==> src/rtl/note_pkg.sv <==
// ============================================================================
// Module      : note_pkg
// Description : Shared note-lane types and constants (time width, "no note"
//               encoding, time unit, feeder state enum).
// Revision    : 1.0 - initial release
// ============================================================================
`default_nettype none

package note_pkg;

  localparam int               NOTE_TIME_W  = 18;
  localparam logic [17:0]      NOTE_NONE    = 18'h3FFFF;
  // One note-time LSB is 10 ms.
  localparam int               NOTE_TICK_US = 10000;

  typedef enum logic [1:0] {
    IDLE  = 2'd0,
    FETCH = 2'd1,
    DONE  = 2'd2
  } feed_state_t;

endpackage

`default_nettype wire

==> src/rtl/note_fifo.sv <==
// ============================================================================
// Module      : note_fifo
// Description : Synchronous first-word-fall-through FIFO with push, pop and
//               flush; DEPTH must be a power of two.
// Revision    : 1.0 - initial release
// ============================================================================
`default_nettype none

module note_fifo #(
  parameter int DEPTH = 4,
  parameter int WIDTH = 18
) (
  input  logic                     clk,
  input  logic                     rst_n,
  input  logic                     flush,
  input  logic                     push,
  input  logic [WIDTH-1:0]         din,
  input  logic                     pop,
  output logic [WIDTH-1:0]         head,
  output logic [$clog2(DEPTH):0]   count
);

  localparam int                 c_ptr_w = $clog2(DEPTH);
  localparam logic [c_ptr_w:0]   c_full  = (c_ptr_w + 1)'(DEPTH);

  logic [WIDTH-1:0]   r_mem [DEPTH];
  logic [c_ptr_w-1:0] r_wr_ptr;
  logic [c_ptr_w-1:0] r_rd_ptr;
  logic [c_ptr_w:0]   r_count;
  logic               w_do_push;
  logic               w_do_pop;

  assign w_do_push = push && (r_count != c_full);
  assign w_do_pop  = pop && (r_count != '0);

  always_ff @(posedge clk) begin
    if (w_do_push && !flush)
      r_mem[r_wr_ptr] <= din;
  end

  // Pointers wrap naturally because DEPTH is a power of two.
  always_ff @(posedge clk or negedge rst_n) begin
    if (!rst_n) begin
      r_wr_ptr <= '0;
      r_rd_ptr <= '0;
      r_count  <= '0;
    end else if (flush) begin
      r_wr_ptr <= '0;
      r_rd_ptr <= '0;
      r_count  <= '0;
    end else begin
      if (w_do_push)
        r_wr_ptr <= r_wr_ptr + c_ptr_w'(1);
      if (w_do_pop)
        r_rd_ptr <= r_rd_ptr + c_ptr_w'(1);
      case ({w_do_push, w_do_pop})
        2'b10:   r_count <= r_count + (c_ptr_w + 1)'(1);
        2'b01:   r_count <= r_count - (c_ptr_w + 1)'(1);
        default: r_count <= r_count;
      endcase
    end
  end

  assign head  = r_mem[r_rd_ptr];
  assign count = r_count;

endmodule

`default_nettype wire

==> src/rtl/note_feeder.sv <==
// ============================================================================
// Module      : note_feeder
// Description : Prefetches a lane's chart of note times from a synchronous ROM
//               into a FIFO and serves them to the matcher on note_request.
//               Optional NOTE_FEEDER_STATS_EN adds notes_served / underflow.
// Revision    : 1.0 - initial release
// ============================================================================
`default_nettype none

module note_feeder
  import note_pkg::*;
#(
  parameter int ADDR_W  = 12,
  parameter int DEPTH   = 4,
  parameter int ROM_LAT = 1
) (
  input  logic                   clk,
  input  logic                   rst_n,
  input  logic                   start,
  input  logic [ADDR_W-1:0]      base_addr,
  input  logic                   note_request,
  output logic [NOTE_TIME_W-1:0] note_time,
  output logic [ADDR_W-1:0]      rom_addr,
  output logic                   rom_en,
  input  logic [NOTE_TIME_W-1:0] rom_data,
`ifdef NOTE_FEEDER_STATS_EN
  output logic [15:0]            notes_served,
  output logic                   underflow,
`endif
  output logic                   busy
);

  localparam int                c_cnt_w = $clog2(DEPTH) + 1;
  localparam logic [c_cnt_w:0]  c_depth = (c_cnt_w + 1)'(DEPTH);

  feed_state_t              r_state;
  feed_state_t              w_state_nxt;
  logic [ADDR_W-1:0]        r_rom_addr;
  logic                     r_addr_end;
  logic [ROM_LAT-1:0]       r_vld;
  logic [ROM_LAT-1:0]       w_vld_nxt;
  logic [c_cnt_w-1:0]       w_count;
  logic [c_cnt_w-1:0]       w_in_flight;
  logic [NOTE_TIME_W-1:0]   w_head;
  logic                     w_ret;
  logic                     w_end_ret;
  logic                     w_push;
  logic                     w_pop;
  logic                     w_issue;

  always_comb begin
    w_in_flight = '0;
    for (int i = 0; i < ROM_LAT; i++)
      w_in_flight = w_in_flight + c_cnt_w'(r_vld[i]);
  end

  // start discards whatever returns in the same cycle.
  assign w_ret     = r_vld[ROM_LAT-1] && !start;
  assign w_end_ret = w_ret && (rom_data == NOTE_NONE);
  assign w_push    = w_ret && !w_end_ret;
  assign w_pop     = note_request && !start && (r_state != IDLE) && (w_count != '0);

  // Slots are reserved for every read still in flight, so the FIFO cannot overflow.
  assign w_issue = (r_state == FETCH) && !start && !r_addr_end && !w_end_ret &&
                   (({1'b0, w_count} + {1'b0, w_in_flight}) < c_depth);

  generate
    if (ROM_LAT == 1) begin : g_lat1
      assign w_vld_nxt = w_issue;
    end else begin : g_latn
      assign w_vld_nxt = {r_vld[ROM_LAT-2:0], w_issue};
    end
  endgenerate

  always_comb begin
    w_state_nxt = r_state;
    if (start)
      w_state_nxt = FETCH;
    else if (r_state == FETCH) begin
      if (w_end_ret)
        w_state_nxt = DONE;
      else if (r_addr_end && (w_in_flight == '0))
        w_state_nxt = DONE;
    end
  end

  always_ff @(posedge clk or negedge rst_n) begin
    if (!rst_n)
      r_state <= IDLE;
    else
      r_state <= w_state_nxt;
  end

  always_ff @(posedge clk or negedge rst_n) begin
    if (!rst_n) begin
      r_rom_addr <= '0;
      r_addr_end <= 1'b0;
      r_vld      <= '0;
    end else if (start) begin
      r_rom_addr <= base_addr;
      r_addr_end <= 1'b0;
      r_vld      <= '0;
    end else begin
      r_vld <= w_end_ret ? '0 : w_vld_nxt;
      if (w_issue) begin
        // The last address ends the chart instead of wrapping to 0.
        if (r_rom_addr == '1)
          r_addr_end <= 1'b1;
        else
          r_rom_addr <= r_rom_addr + ADDR_W'(1);
      end
    end
  end

  note_fifo #(
    .DEPTH (DEPTH),
    .WIDTH (NOTE_TIME_W)
  ) u_fifo (
    .clk   (clk),
    .rst_n (rst_n),
    .flush (start),
    .push  (w_push),
    .din   (rom_data),
    .pop   (w_pop),
    .head  (w_head),
    .count (w_count)
  );

`ifdef NOTE_FEEDER_STATS_EN
  always_ff @(posedge clk or negedge rst_n) begin
    if (!rst_n) begin
      notes_served <= '0;
      underflow    <= 1'b0;
    end else if (start) begin
      notes_served <= '0;
      underflow    <= 1'b0;
    end else begin
      if (w_pop && (notes_served != 16'hFFFF))
        notes_served <= notes_served + 16'd1;
      if (note_request && (w_count == '0) && (r_state == FETCH))
        underflow <= 1'b1;
    end
  end
`endif

  assign note_time = (w_count != '0) ? w_head : NOTE_NONE;
  assign rom_addr  = r_rom_addr;
  assign rom_en    = w_issue;
  assign busy      = (r_state == FETCH);

endmodule

`default_nettype wire

==> config.mk <==
export PLATFORM = sky130hd
export DESIGN_NAME = note_feeder
export DESIGN_NICKNAME = d
export VERILOG_FILES = /design/src/rtl/note_pkg.sv /design/src/rtl/note_fifo.sv /design/src/rtl/note_feeder.sv
export SDC_FILE = /design/constraint.sdc
export NUM_CORES = 1
export LEC_CHECK = 0
export CAP_MARGIN = 30
export CORE_MARGIN = 2
export CORE_UTILIZATION = 51
export DETAILED_ROUTE_END_ITERATION = 12
export PLACE_DENSITY = 0.78
export REMOVE_ABC_BUFFERS = 1
export SKIP_CTS_REPAIR_TIMING = 1
export SLEW_MARGIN = 20
export SYNTH_ARGS = -nofsm -noshare
export SYNTH_HDL_FRONTEND = slang
export SYNTH_SLANG_ARGS = --single-unit
export TNS_END_PERCENT = 50
==> constraint.sdc <==
create_clock -name clk -period 2.4 [get_ports clk]
set_input_delay 0.6 -clock clk [delete_from_list [all_inputs] [get_ports clk]]
set_output_delay 0.6 -clock clk [all_outputs]
set_load 0.05 [all_outputs]
==> metrics.md <==
| Metric | Value |
|---|---|
| Status | complete, but fails checks |
| Failing checks | negative setup slack |
| Crit path max-delay cell type | dfrtp_2 |
| Area contributors post-synth | edfxtp_1 (52%), dfrtp_1 (14%), mux4_2 (9.8%) |
| Post-synthesis instance total | 266 |
| Yosys warns | 0 |
| N_diodes | 0 |
| Setup Viol. Count Final | 18 |
| Sum Neg Setup Slack | -3.18 ns |
| Sequential area share after synthesis | 66.4% |
| Synth top area share | 52.4% |
| Worst Skew | 0.0192 ns |
| Synth Flop Type | edfxtp_1 |
| Cell variety after synth | 49 |
| Initial antenna violation count | 0 |
| Pre-CTS WS | -0.781 ns |
| Worst EP required | 1.80 ns |
| Clk root buf | clkbuf_8 |
| Ports | 66 |
| First drt pass iteration count | 4 |
| Pin count of the biggest net entering global routing | 24 |
| Share of layout cells above drive strength 1 | 36.6% |
| Clk_lat worst skew | 0.37 ns |
| First DRT Iteration DRCs | 204 |
| CTS buffer count | 9 |
| Critical-path cell list | clkbuf_16 > mux4_2 > or2_4 > buf_8 |
| Die Footprint | 8820 um^2 |
| Die X | 93.9 um |
| Die height | 93.9 um |
| Final period utilization | 109% |
| Top Metal Used | met4 |
| Routed WL per cell | 19.4 um |
| First-pass GRT wire length | 13.3 mm |
| All-Layer GR Usage | 20.3% |
| EDFF count, synth | 72 |
| R2R cell count | 7 |
| Nets | 417 |
| Syn Area/Cell | 15.5 um^2 |
| Slowest Stage Delay on Critical Path | 0.51 ns |
| Hold Path Stages | 1 |
| Worst Max-Slew Pin Slew | 0.511 ns |
| Routed via count | 2,735 |
| Post-synth top cells | edfxtp_1 (72), dfrtp_1 (23), mux4_2 (18), or2_2 (18), nor2_1 (16) |
| Vias in the first global route | 2,694 |
| Met2 wire len | 5.07 mm |
| Worst-case clock buffer depth | 2 |
| GRT Residual Overflow | 0 |
| Highest clock rate | 383 MHz |
| Worst path depth | 4 |
| Synth Register Bits | 95 |
| Crit path DAT | 2.01 ns |
| Final Hold Vio Count | 0 |
| Unrepaired setup endpoints after global routing | true |
| Initial Util | 53.1% |
| Fraction of registers with async set/reset | 24.2% |
| Crit path launch type | flip-flop |
| # H-tree levels | 3 |
| Count leader, synth | edfxtp_1 |
| Cell area after synthesis | 4130 um^2 |
| Final WL | 9.38 mm |
| Hold Crit Class | in -> reg |
| CP delay by family, top | flip-flops |
| CP Class | reg -> out |
| WL met3 | 447 um |
| Worst setup EP type | output pin |
| Site Rows | 32 |
| Clock sinks | 95 |
| Routability cong. | 0.841 |
| Crit-path max FO | 8 |
| CTS tree | built |
| Post-DP HPWL | 5.77 mm |
| Max-cap violations | 0 |
| Post-layout min period | 2.61 ns |
| Slew HR | 65.9% |
| Buf+Inv Stages, Crit Path | 2 |
| Number of remaining DRC errors | 0 |
| Antenna-violating nets left | 0 |
| Power Density | 1010 nW/um^2 |
| Synth area leader | edfxtp_1 |
| Port-buffer cells | 65 |
| Setup ws final | -0.214 ns |
| Leak | 2.27 nW |
| VDD IR max | 505 uV |
| Core area | 7770 um^2 |
| Post-synthesis to final-layout area growth | 39.2% |
| Max-slew violation count | 0 |
| Met1 wire length | 3.75 mm |
| Reg clk slew, reported paths | 0.10 ns |
| Drt via density | 5.65 |
through the flow:
step	total power (W)	instances	hold slack, ns	util, %	cell area, um^2
global placement	0.00413	463	0.522	66.7	5180
global route	0.00602	484	0.527	73.9	5740
floorplan	0.00341	257	0.304	-	4080
CTS	0.00529	479	0.558	69.5	5400
detailed placement	0.00418	463	0.537	66.7	5180
finish	0.00579	484	0.529	73.9	5740
logic make-up (layout without fill, tap and decap cells):
kind of cell,after synthesis,in the layout,share of synthesized area (%)
mux,20,20,10.3
buf+inv,18,134,1.88
xor+xnor,6,6,1.27
flops,95,95,66.4
compound gates,36,36,6.46
fa+ha+maj,6,6,2.00
simple gates,85,85,11.7
registers in the layout, summed over array words and instances (netlist names):
| signal | flops |
|---|---|
| u_fifo.r_mem | 72 |
| u_fifo.count | 3 |
| r_vld | 1 |
| r_addr_end | 1 |
| rom_addr | 12 |
| r_state | 2 |
| u_fifo.r_wr_ptr | 2 |
| u_fifo.r_rd_ptr | 2 |
layer usage:
| metal | up-vias | GRT usage, % |
|---|---|---|
| met5 | - | 0 |
| met4 | 0 | 7.61 |
| met3 | 10 | 3.93 |
| met2 | 79 | 33.0 |
| met1 | 1396 | 27.3 |
| li1 | 1250 | - |
area by class of cell:
| type | instances | area, um^2 |
|---|---|---|
| Clock buffer | 9 | 124 |
| Clock inverter | 7 | 95.1 |
| Fill cell | 475 | 2020 |
| Inverter | 9 | 33.8 |
| Multi-Input combinational cell | 153 | 1400 |
| Sequential cell | 95 | 2740 |
| Tap cell | 102 | 128 |
| Timing Repair Buffer | 109 | 1230 |
worst paths after layout:
kind                                                 from                        endpoint  slack, ns
max                        u_fifo.r_rd_ptr[0]$_DFFE_PN0P_                   note_time[15]      -0.21
min in group asynchronous                           rst_n        rom_addr[10]$_DFFE_PN0P_       0.58
min                                          rom_data[12]   u_fifo.r_mem[2][12]$_DFFE_PP_       0.53
min reg2reg                       rom_addr[6]$_DFFE_PN0P_         rom_addr[6]$_DFFE_PN0P_       0.55
max in group asynchronous                           rst_n  u_fifo.r_rd_ptr[0]$_DFFE_PN0P_       1.56
max reg2reg                       rom_addr[1]$_DFFE_PN0P_         rom_addr[3]$_DFFE_PN0P_       0.15
power by group:
group	switching [W]	internal [W]
registers	0.000121	0.00191
clock network	0.000626	0.000516
logic	0.00142	0.00119
cell usage in the layout, fill, tap and decap left out, types with 6 or more instances in the layout:
master	instances
a21oi_1	6
buf_12	6
buf_4	36
buf_8	17
clkbuf_8	9
clkdlybuf4s50_1	26
dfrtp_1	22
dlymetal6s2s_1	20
edfxtp_1	72
inv_1	9
mux4_2	18
nand2_1	10
nand3_1	8
nor2_1	15
o21ai_0	7
or2_4	17
Power figures use the tool's default switching activity.
